## src/rtl/obi_mem_responder.sv

```systemverilog
// OBI data-channel responder driving a single-port SRAM with 1-cycle read latency.
// Optional macro OBI_RREADY_EN adds rready_i back-pressure and an in-order response FIFO.
module obi_mem_responder #(
  parameter int unsigned       ADDR_W          = 32,
  parameter int unsigned       DATA_W          = 32,
  parameter int unsigned       ID_W            = 1,
  parameter int unsigned       N_WORDS         = 1024,
  parameter logic [ADDR_W-1:0] BASE_ADDR       = 32'h2000_0000,
  parameter int unsigned       MAX_OUTSTANDING = 2,
  localparam int unsigned      STRB_W          = DATA_W / 8,
  localparam int unsigned      MEM_AW          = $clog2(N_WORDS)
) (
  input  logic              clk_i,
  input  logic              rst_i,
  input  logic              req_i,
  output logic              gnt_o,
  input  logic [ADDR_W-1:0] addr_i,
  input  logic              we_i,
  input  logic [STRB_W-1:0] be_i,
  input  logic [DATA_W-1:0] wdata_i,
  input  logic [ID_W-1:0]   aid_i,
  output logic              rvalid_o,
`ifdef OBI_RREADY_EN
  input  logic              rready_i,
`endif
  output logic [DATA_W-1:0] rdata_o,
  output logic [ID_W-1:0]   rid_o,
  output logic              err_o,
  output logic              mem_req_o,
  output logic              mem_we_o,
  output logic [MEM_AW-1:0] mem_addr_o,
  output logic [STRB_W-1:0] mem_be_o,
  output logic [DATA_W-1:0] mem_wdata_o,
  input  logic [DATA_W-1:0] mem_rdata_i
);

  localparam int unsigned     CW   = $clog2(MAX_OUTSTANDING + 2);
  localparam logic [ADDR_W:0] SPAN = (ADDR_W + 1)'(4 * N_WORDS);

  logic [ADDR_W-1:0] off;
  logic              hit;
  logic              ready;
  logic              retire;
  logic [CW-1:0]     cnt;

  logic              s1_valid;
  logic [ID_W-1:0]   s1_aid;
  logic              s1_we;
  logic              s1_err;
  logic [DATA_W-1:0] s1_rdata;

  logic              resp_valid;
  logic [DATA_W-1:0] resp_rdata;
  logic [ID_W-1:0]   resp_id;
  logic              resp_err;

  assign off = addr_i - BASE_ADDR;
  assign hit = (addr_i >= BASE_ADDR) && ({1'b0, off} < SPAN);

  // Credit check discounts a response retiring this cycle so a full pipe still streams.
  assign retire = rvalid_o & ready;
  assign gnt_o  = req_i & ~rst_i & ((cnt - CW'(retire)) < CW'(MAX_OUTSTANDING));

  assign mem_req_o   = gnt_o & hit;
  assign mem_we_o    = mem_req_o & we_i;
  assign mem_addr_o  = off[MEM_AW+1:2];
  assign mem_be_o    = be_i;
  assign mem_wdata_o = wdata_i;

  assign s1_rdata = (s1_we | s1_err) ? '0 : mem_rdata_i;

  // S1 always drains: it is either retired or moved into the FIFO every cycle.
  always_ff @(posedge clk_i) begin
    if (rst_i) begin
      s1_valid <= 1'b0;
      s1_aid   <= '0;
      s1_we    <= 1'b0;
      s1_err   <= 1'b0;
    end else begin
      s1_valid <= gnt_o;
      if (gnt_o) begin
        s1_aid <= aid_i;
        s1_we  <= we_i;
        s1_err <= ~hit;
      end
    end
  end

`ifdef OBI_RREADY_EN
  localparam int unsigned PW = (MAX_OUTSTANDING > 1) ? $clog2(MAX_OUTSTANDING) : 1;

  logic [DATA_W-1:0] fifo_rdata [MAX_OUTSTANDING];
  logic [ID_W-1:0]   fifo_id    [MAX_OUTSTANDING];
  logic              fifo_err   [MAX_OUTSTANDING];
  logic [PW-1:0]     wr_ptr;
  logic [PW-1:0]     rd_ptr;
  logic [CW-1:0]     fifo_cnt;
  logic              fifo_empty;
  logic              push;
  logic              pop;

  function automatic logic [PW-1:0] ptr_next(input logic [PW-1:0] p);
    return (p == PW'(MAX_OUTSTANDING - 1)) ? '0 : p + 1'b1;
  endfunction

  assign ready      = rready_i;
  assign fifo_empty = (fifo_cnt == '0);
  assign pop        = ~fifo_empty & ready;
  assign push       = s1_valid & (~fifo_empty | ~ready);
  assign cnt        = CW'(s1_valid) + fifo_cnt;

  always_comb begin
    resp_valid = s1_valid | ~fifo_empty;
    if (fifo_empty) begin
      resp_rdata = s1_rdata;
      resp_id    = s1_aid;
      resp_err   = s1_err;
    end else begin
      resp_rdata = fifo_rdata[rd_ptr];
      resp_id    = fifo_id[rd_ptr];
      resp_err   = fifo_err[rd_ptr];
    end
  end

  always_ff @(posedge clk_i) begin
    if (rst_i) begin
      wr_ptr   <= '0;
      rd_ptr   <= '0;
      fifo_cnt <= '0;
    end else begin
      if (push) wr_ptr <= ptr_next(wr_ptr);
      if (pop)  rd_ptr <= ptr_next(rd_ptr);
      fifo_cnt <= fifo_cnt + CW'(push) - CW'(pop);
    end
  end

  always_ff @(posedge clk_i) begin
    if (push) begin
      fifo_rdata[wr_ptr] <= s1_rdata;
      fifo_id[wr_ptr]    <= s1_aid;
      fifo_err[wr_ptr]   <= s1_err;
    end
  end
`else
  assign ready = 1'b1;
  assign cnt   = CW'(s1_valid);

  always_comb begin
    resp_valid = s1_valid;
    resp_rdata = s1_rdata;
    resp_id    = s1_aid;
    resp_err   = s1_err;
  end
`endif

  assign rvalid_o = resp_valid & ~rst_i;
  assign rdata_o  = rvalid_o ? resp_rdata : '0;
  assign rid_o    = rvalid_o ? resp_id    : '0;
  assign err_o    = rvalid_o & resp_err;

endmodule

```

## config.mk

```make
export PLATFORM = sky130hd
export DESIGN_NAME = obi_mem_responder
export DESIGN_NICKNAME = d
export VERILOG_FILES = /design/src/rtl/obi_mem_responder.sv
export SDC_FILE = /design/constraint.sdc
export NUM_CORES = 1
export LEC_CHECK = 0
export ABC_AREA = 1
export CAP_MARGIN = 20
export CORE_AREA = 2 2 74 76
export DETAILED_ROUTE_END_ITERATION = 6
export DIE_AREA = 0 0 76 78
export GPL_TIMING_DRIVEN = 0
export PLACE_DENSITY = 0.81
export SLEW_MARGIN = 20
export SYNTH_ARGS = -nofsm -noshare
export SYNTH_HDL_FRONTEND = slang
export SYNTH_SLANG_ARGS = --single-unit
```

## constraint.sdc

```tcl
create_clock -name clk_i -period 2.15 [get_ports clk_i]
set_clock_uncertainty 0.1 [all_clocks]
set_input_delay 0.645 -clock clk_i [delete_from_list [all_inputs] [get_ports clk_i]]
set_output_delay 0.645 -clock clk_i [all_outputs]
set_load 0.05 [all_outputs]
```

# Word level (Yosys, flattened, before mapping)
# Index checks and enable logic that the tools add are counted.
# totals
in_bits	105
mem_count	0
mem_bits_rw	0
elab_cells	22
reg_bits	4
romBits	0
output_inout_bits	84
latch_bits	0
# op_classes
reduce_logical	1
addsub	2
n_bitwise	9
n_mul	0
eq_ne	0
mux	3
magnitude_cmp	3
shift	0
div_mod_pow	0
# op_table
op	count
32-bit 2-to-1 mux	2
32-bit by 30-bit greater-or-equal comparator with 1-bit output (second input constant)	1
32-bit by 13-bit < comparator with 1-bit output (second input constant)	1
32-bit by 30-bit subtractor with 32-bit output (second input constant)	1
1-bit bitwise AND	6
2-bit < comparator (second input constant)	1
1-bit inverter	2
1-bit by 1-bit subtractor with 2-bit output	1
1-bit logical AND	1
1-bit 2-to-1 mux	1
1-bit OR	1

# Depth between registers and ports, before layout
# logic_depth
ltp_word	7
depth_mapped	9
depth_no_buf	9

# Worst setup path after synthesis
# Ideal clock, no wire load.
# synth_path
path_kind	input to output
start	input port req_i
end	output port mem_we_o
setup_slack_ns	-0.490
n_path_buf	0
arrival_ns	1.895
required_ns	1.405
stages	6
path_cell_list	inv_2 > nor2_4 > nand3_1 > nor2_1 > nand2_1 > nor2_1
# synth_between
elab_chain_len	4
# synth_lines
item	line_no	rtl
from (decl)	15	input logic req_i,
1-bit bitwise AND (2 in a row)	62	assign gnt_o = req_i & ~rst_i & ((cnt - CW'(retire)) < CW'(MAX_OUTSTANDING));
via gnt_o	16	output logic gnt_o,
1-bit bitwise AND	64	assign mem_req_o = gnt_o & hit;
1-bit bitwise AND	65	assign mem_we_o = mem_req_o & we_i;
to (decl)	30	output logic mem_we_o,
# The timed path passes the listed nets, and every way through them passes these cells.

# Worst setup path after layout
# layout_path
start	input port addr_i[30]
end	output port mem_we_o
# layout_between
elab_chain_len	5
word_cells_on_any_way	6
classes_between	1 x add/sub; 2 x order compare; 2 x bitwise; 1 x reduce/logical
# layout_lines
item	line_no	rtl
from (decl)	17	input logic [ADDR_W-1:0] addr_i,
32-bit by 30-bit subtractor with 32-bit output	57	assign off = addr_i - BASE_ADDR;
32-bit by 13-bit < comparator with 1-bit output	58	assign hit = (addr_i >= BASE_ADDR) && ({1'b0, off} < SPAN);
1-bit logical AND *	58	
1-bit bitwise AND *	64	
1-bit bitwise AND *	65	
# Every way passes the cells marked *; elsewhere a longest branch is shown, timed or not.

==> results.md <==
- Status: finished, violations left
- Failing checks: negative setup slack
- GRT overflow: 0
- Startpoint class of the critical path: input port
- Leakage: between 1.5 and 2 nW
- Final std cells w/o fill: 424
- Kind of critical path: in2out
- Min-Delay Endpoint: resp_id
- Max Freq: 0.435 GHz
- First-pass GRT wire length: 7800 um
- CTS Buffer Depth: 2
- All-Layer GR Usage: 15.9%
- Final Max Slew Viols: 0
- Placeable Area: 0.00504 sq mm
- Synth warn: 0
- FF-to-FF End: resp_err
- Syn-to-layout area delta: 201%
- Setup WS post-layout: -0.146 ns
- Hold depth: 2
- Total Power: about 0.88 mW
- Die H: 78 um
- Crit path arrival time: 1.55 ns
- Placer Congestion: 0.709
- Worst setup EP type: output pin
- Clock Tree Root: clkbuf_8
- Layout cell share with drive strength beyond 1: a little under three fifths
- Post-synth cell types: 16
- HPWL Detailed: between 3000 and 4000 um
- Via count: 1643
- Fillcell total: 454
- Routed WL per cell: 11.9 um
- Largest net degree at the start of global routing: 11
- Vias in the first global route: about 1700
- Top cell type's share of synthesized area: 32.9%
- Worst-margin pin slew: 0.506 ns
- Worst Hold Class: reg2reg
- Slew HR: approximately 66%
- Worst skew pair latency: between 0.2 and 0.25 ns
- CTS tree: built
- Initial core utilization: a little over a fifth
- Placed Instances: 407
- Worst VDD drop: approximately 0.18 mV
- R2R depth: 2
- Ant diodes: 0
- Crit Path Max Fanout: 2
- Req. time, crit path: 1.40 ns
- Die width: ~76 um
- Final hold vios: 0
- Post-Syn Area: 0.00107 sq mm
- Post-route ant nets: 0
- Hold Slack: 0.372 ns
- Synthesized area per cell: between 5 and 6 sq um
- Layout net count: about 460
- First DRT Iteration DRCs: 40
- # setup viols final: 11
- CTS Buf Count: 3
- Clk sink count: 4
- H-tree levels: 1
- I/O pin count: between 150 and 200
- Top-count cell post-synth: nand2_1
- Worst Hold Launch: resp_id
- Synth Flop Type: dfxtp_1
- Top post-synthesis cells by area: buf_4, nand2_1, nor2_1, dfxtp_1, inv_1
- Final setup TNS: -0.502 ns
- Antenna violations before repair: 0
- Register bit total from synthesis: 4
- Post-synth EDFFs: 0
- # port buffers: 140
- Remaining DRCs: 0
- Placed cell areas: 0.00280 sq mm
- Pwr per Cell Area: roughly 270 mW/mm^2
- Rows: 26
- Post-synth top cells: nand2_1, nor2_1, buf_4
- Final period util: 107%
- Critical R2R Launch: resp_err
- Router iterations before antenna repair: 4
- Routed Wire Length: 5050 um
- Worst R2R Setup Slack: 1.41 ns
- Synth Instances: 197
- Ys async rst share: 0%
- Design area: around 0.0032 sq mm
- Syn Nets: approximately 300
- Die area: 0.00593 sq mm
- Max-cap viol count: 0
- RSZ-0062 raised after global routing: yes
- Clk slew on worst S/H paths: approximately 0.03 ns
- DR vias/cell: 3.88
- Min Tclk post-route: 2.30 ns
- Synth area leader: buf_4
- Register area share after synthesis: 7.48%
## where the power goes
part | internal (mW) | switching, mW | total, mW
Clock | 0.119 | 0.0341 | 0.153
Combinational | 0.251 | 0.390 | 0.641
Sequential | 0.0798 | 0.00306 | 0.0829
## state kept, by name (all words and copies together) (netlist names)
name / count
resp_err: 1
resp_id: 1
resp_valid: 1
s1_we: 1
## worst max path at each step
stage               startpoint       end  slack, ns  cells after the start
floorplan                req_i  mem_we_o      -0.12                      6
global placement         req_i  mem_we_o      -1.23                      8
detailed placement       req_i  mem_we_o      -1.26                      8
CTS                 addr_i[29]  mem_we_o      -0.15                     10
global route        addr_i[18]  mem_we_o      -0.22                      9
finish              addr_i[30]  mem_we_o      -0.15                     10
## metal layers
| metal | routed length [um] | global-route usage [%] | up-vias |
|---|---|---|---|
| li1 | - | - | 841 |
| met1 | 1620 | 15.3 | 725 |
| met2 | 3050 | 34.1 | 75 |
| met3 | 348 | 3.72 | 2 |
| met4 | 23 | 2.73 | 0 |
| met5 | 0 | 0 | - |
## worst max-delay path: stages
cell	delay, ns
buf_6	0.10
inv_4	0.05
ha_4	0.13
inv_2	0.03
nand2_2	0.06
nand3_2	0.09
nor2_4	0.13
nand2_2	0.07
nor2_4	0.09
buf_8	0.15
## cell families (layout without fill, tap and decap cells)
family / count (synthesis) / after routing / share of synthesized area, %
flip-flops: 4 / 4 / 7.48
AO/OA/AOI/OAI: 4 / 4 / 2.10
buffers and inverters: 77 / 234 / 47.7
AND/OR/NAND/NOR: 111 / 111 / 41.6
adder cells (fa/ha/maj): 1 / 1 / 1.17
## cells in the final DEF (no fill, tap or decap), drive strengths merged
| cell type | netlist | final |
|---|---|---|
| a211oi | 1 | 1 |
| a21oi | 1 | 1 |
| buf | 53 | 110 |
| clkbuf | 0 | 6 |
| clkdlybuf4s15 | 0 | 11 |
| clkdlybuf4s50 | 0 | 3 |
| clkinv | 0 | 2 |
| clkinvlp | 0 | 1 |
| dfxtp | 4 | 4 |
| dlygate4sd2 | 0 | 77 |
| dlymetal6s2s | 0 | 2 |
| ha | 1 | 1 |
| inv | 24 | 22 |
| nand2 | 52 | 52 |
| nand3 | 1 | 1 |
| nor2 | 57 | 57 |
| o21ai | 2 | 2 |
| or2 | 1 | 1 |
## metrics by stage
| step | worst slack (ns) | util (%) |
|---|---|---|
| after CTS | -0.147 | 61.7 |
| after floorplan | -0.115 | - |
| after global placement | -1.23 | 55.5 |
| after detailed placement | -1.26 | 55.5 |
| after global routing | -0.219 | 63.9 |
| final | -0.146 | 63.9 |
## cell type report
class / count / area (sq um) / share of cell area [%]
Multi-Input combinational cell: 116 / 917 / 28.5
Clock buffer: 3 / 41.3 / 1.28
Timing Repair Buffer: 153 / 1520 / 47.0
Timing Repair inverter: 1 / 7.51 / 0.233
Inverter: 24 / 133 / 4.12
Tap cell: 70 / 87.6 / 2.72
Buffer: 53 / 440 / 13.7
Sequential cell: 4 / 80.1 / 2.49
## timing repair
action / 4_1_cts / 5_1_grt
buffers inserted: 7 / 3
hold buffers: 0 / 0
pin swaps: 45 / 21
gates resized for setup: 468 / 31
cloned: 4 / 0
endpoints found under the setup margin: 84 / 35
No activity file was read; power rests on OpenSTA's default activity.
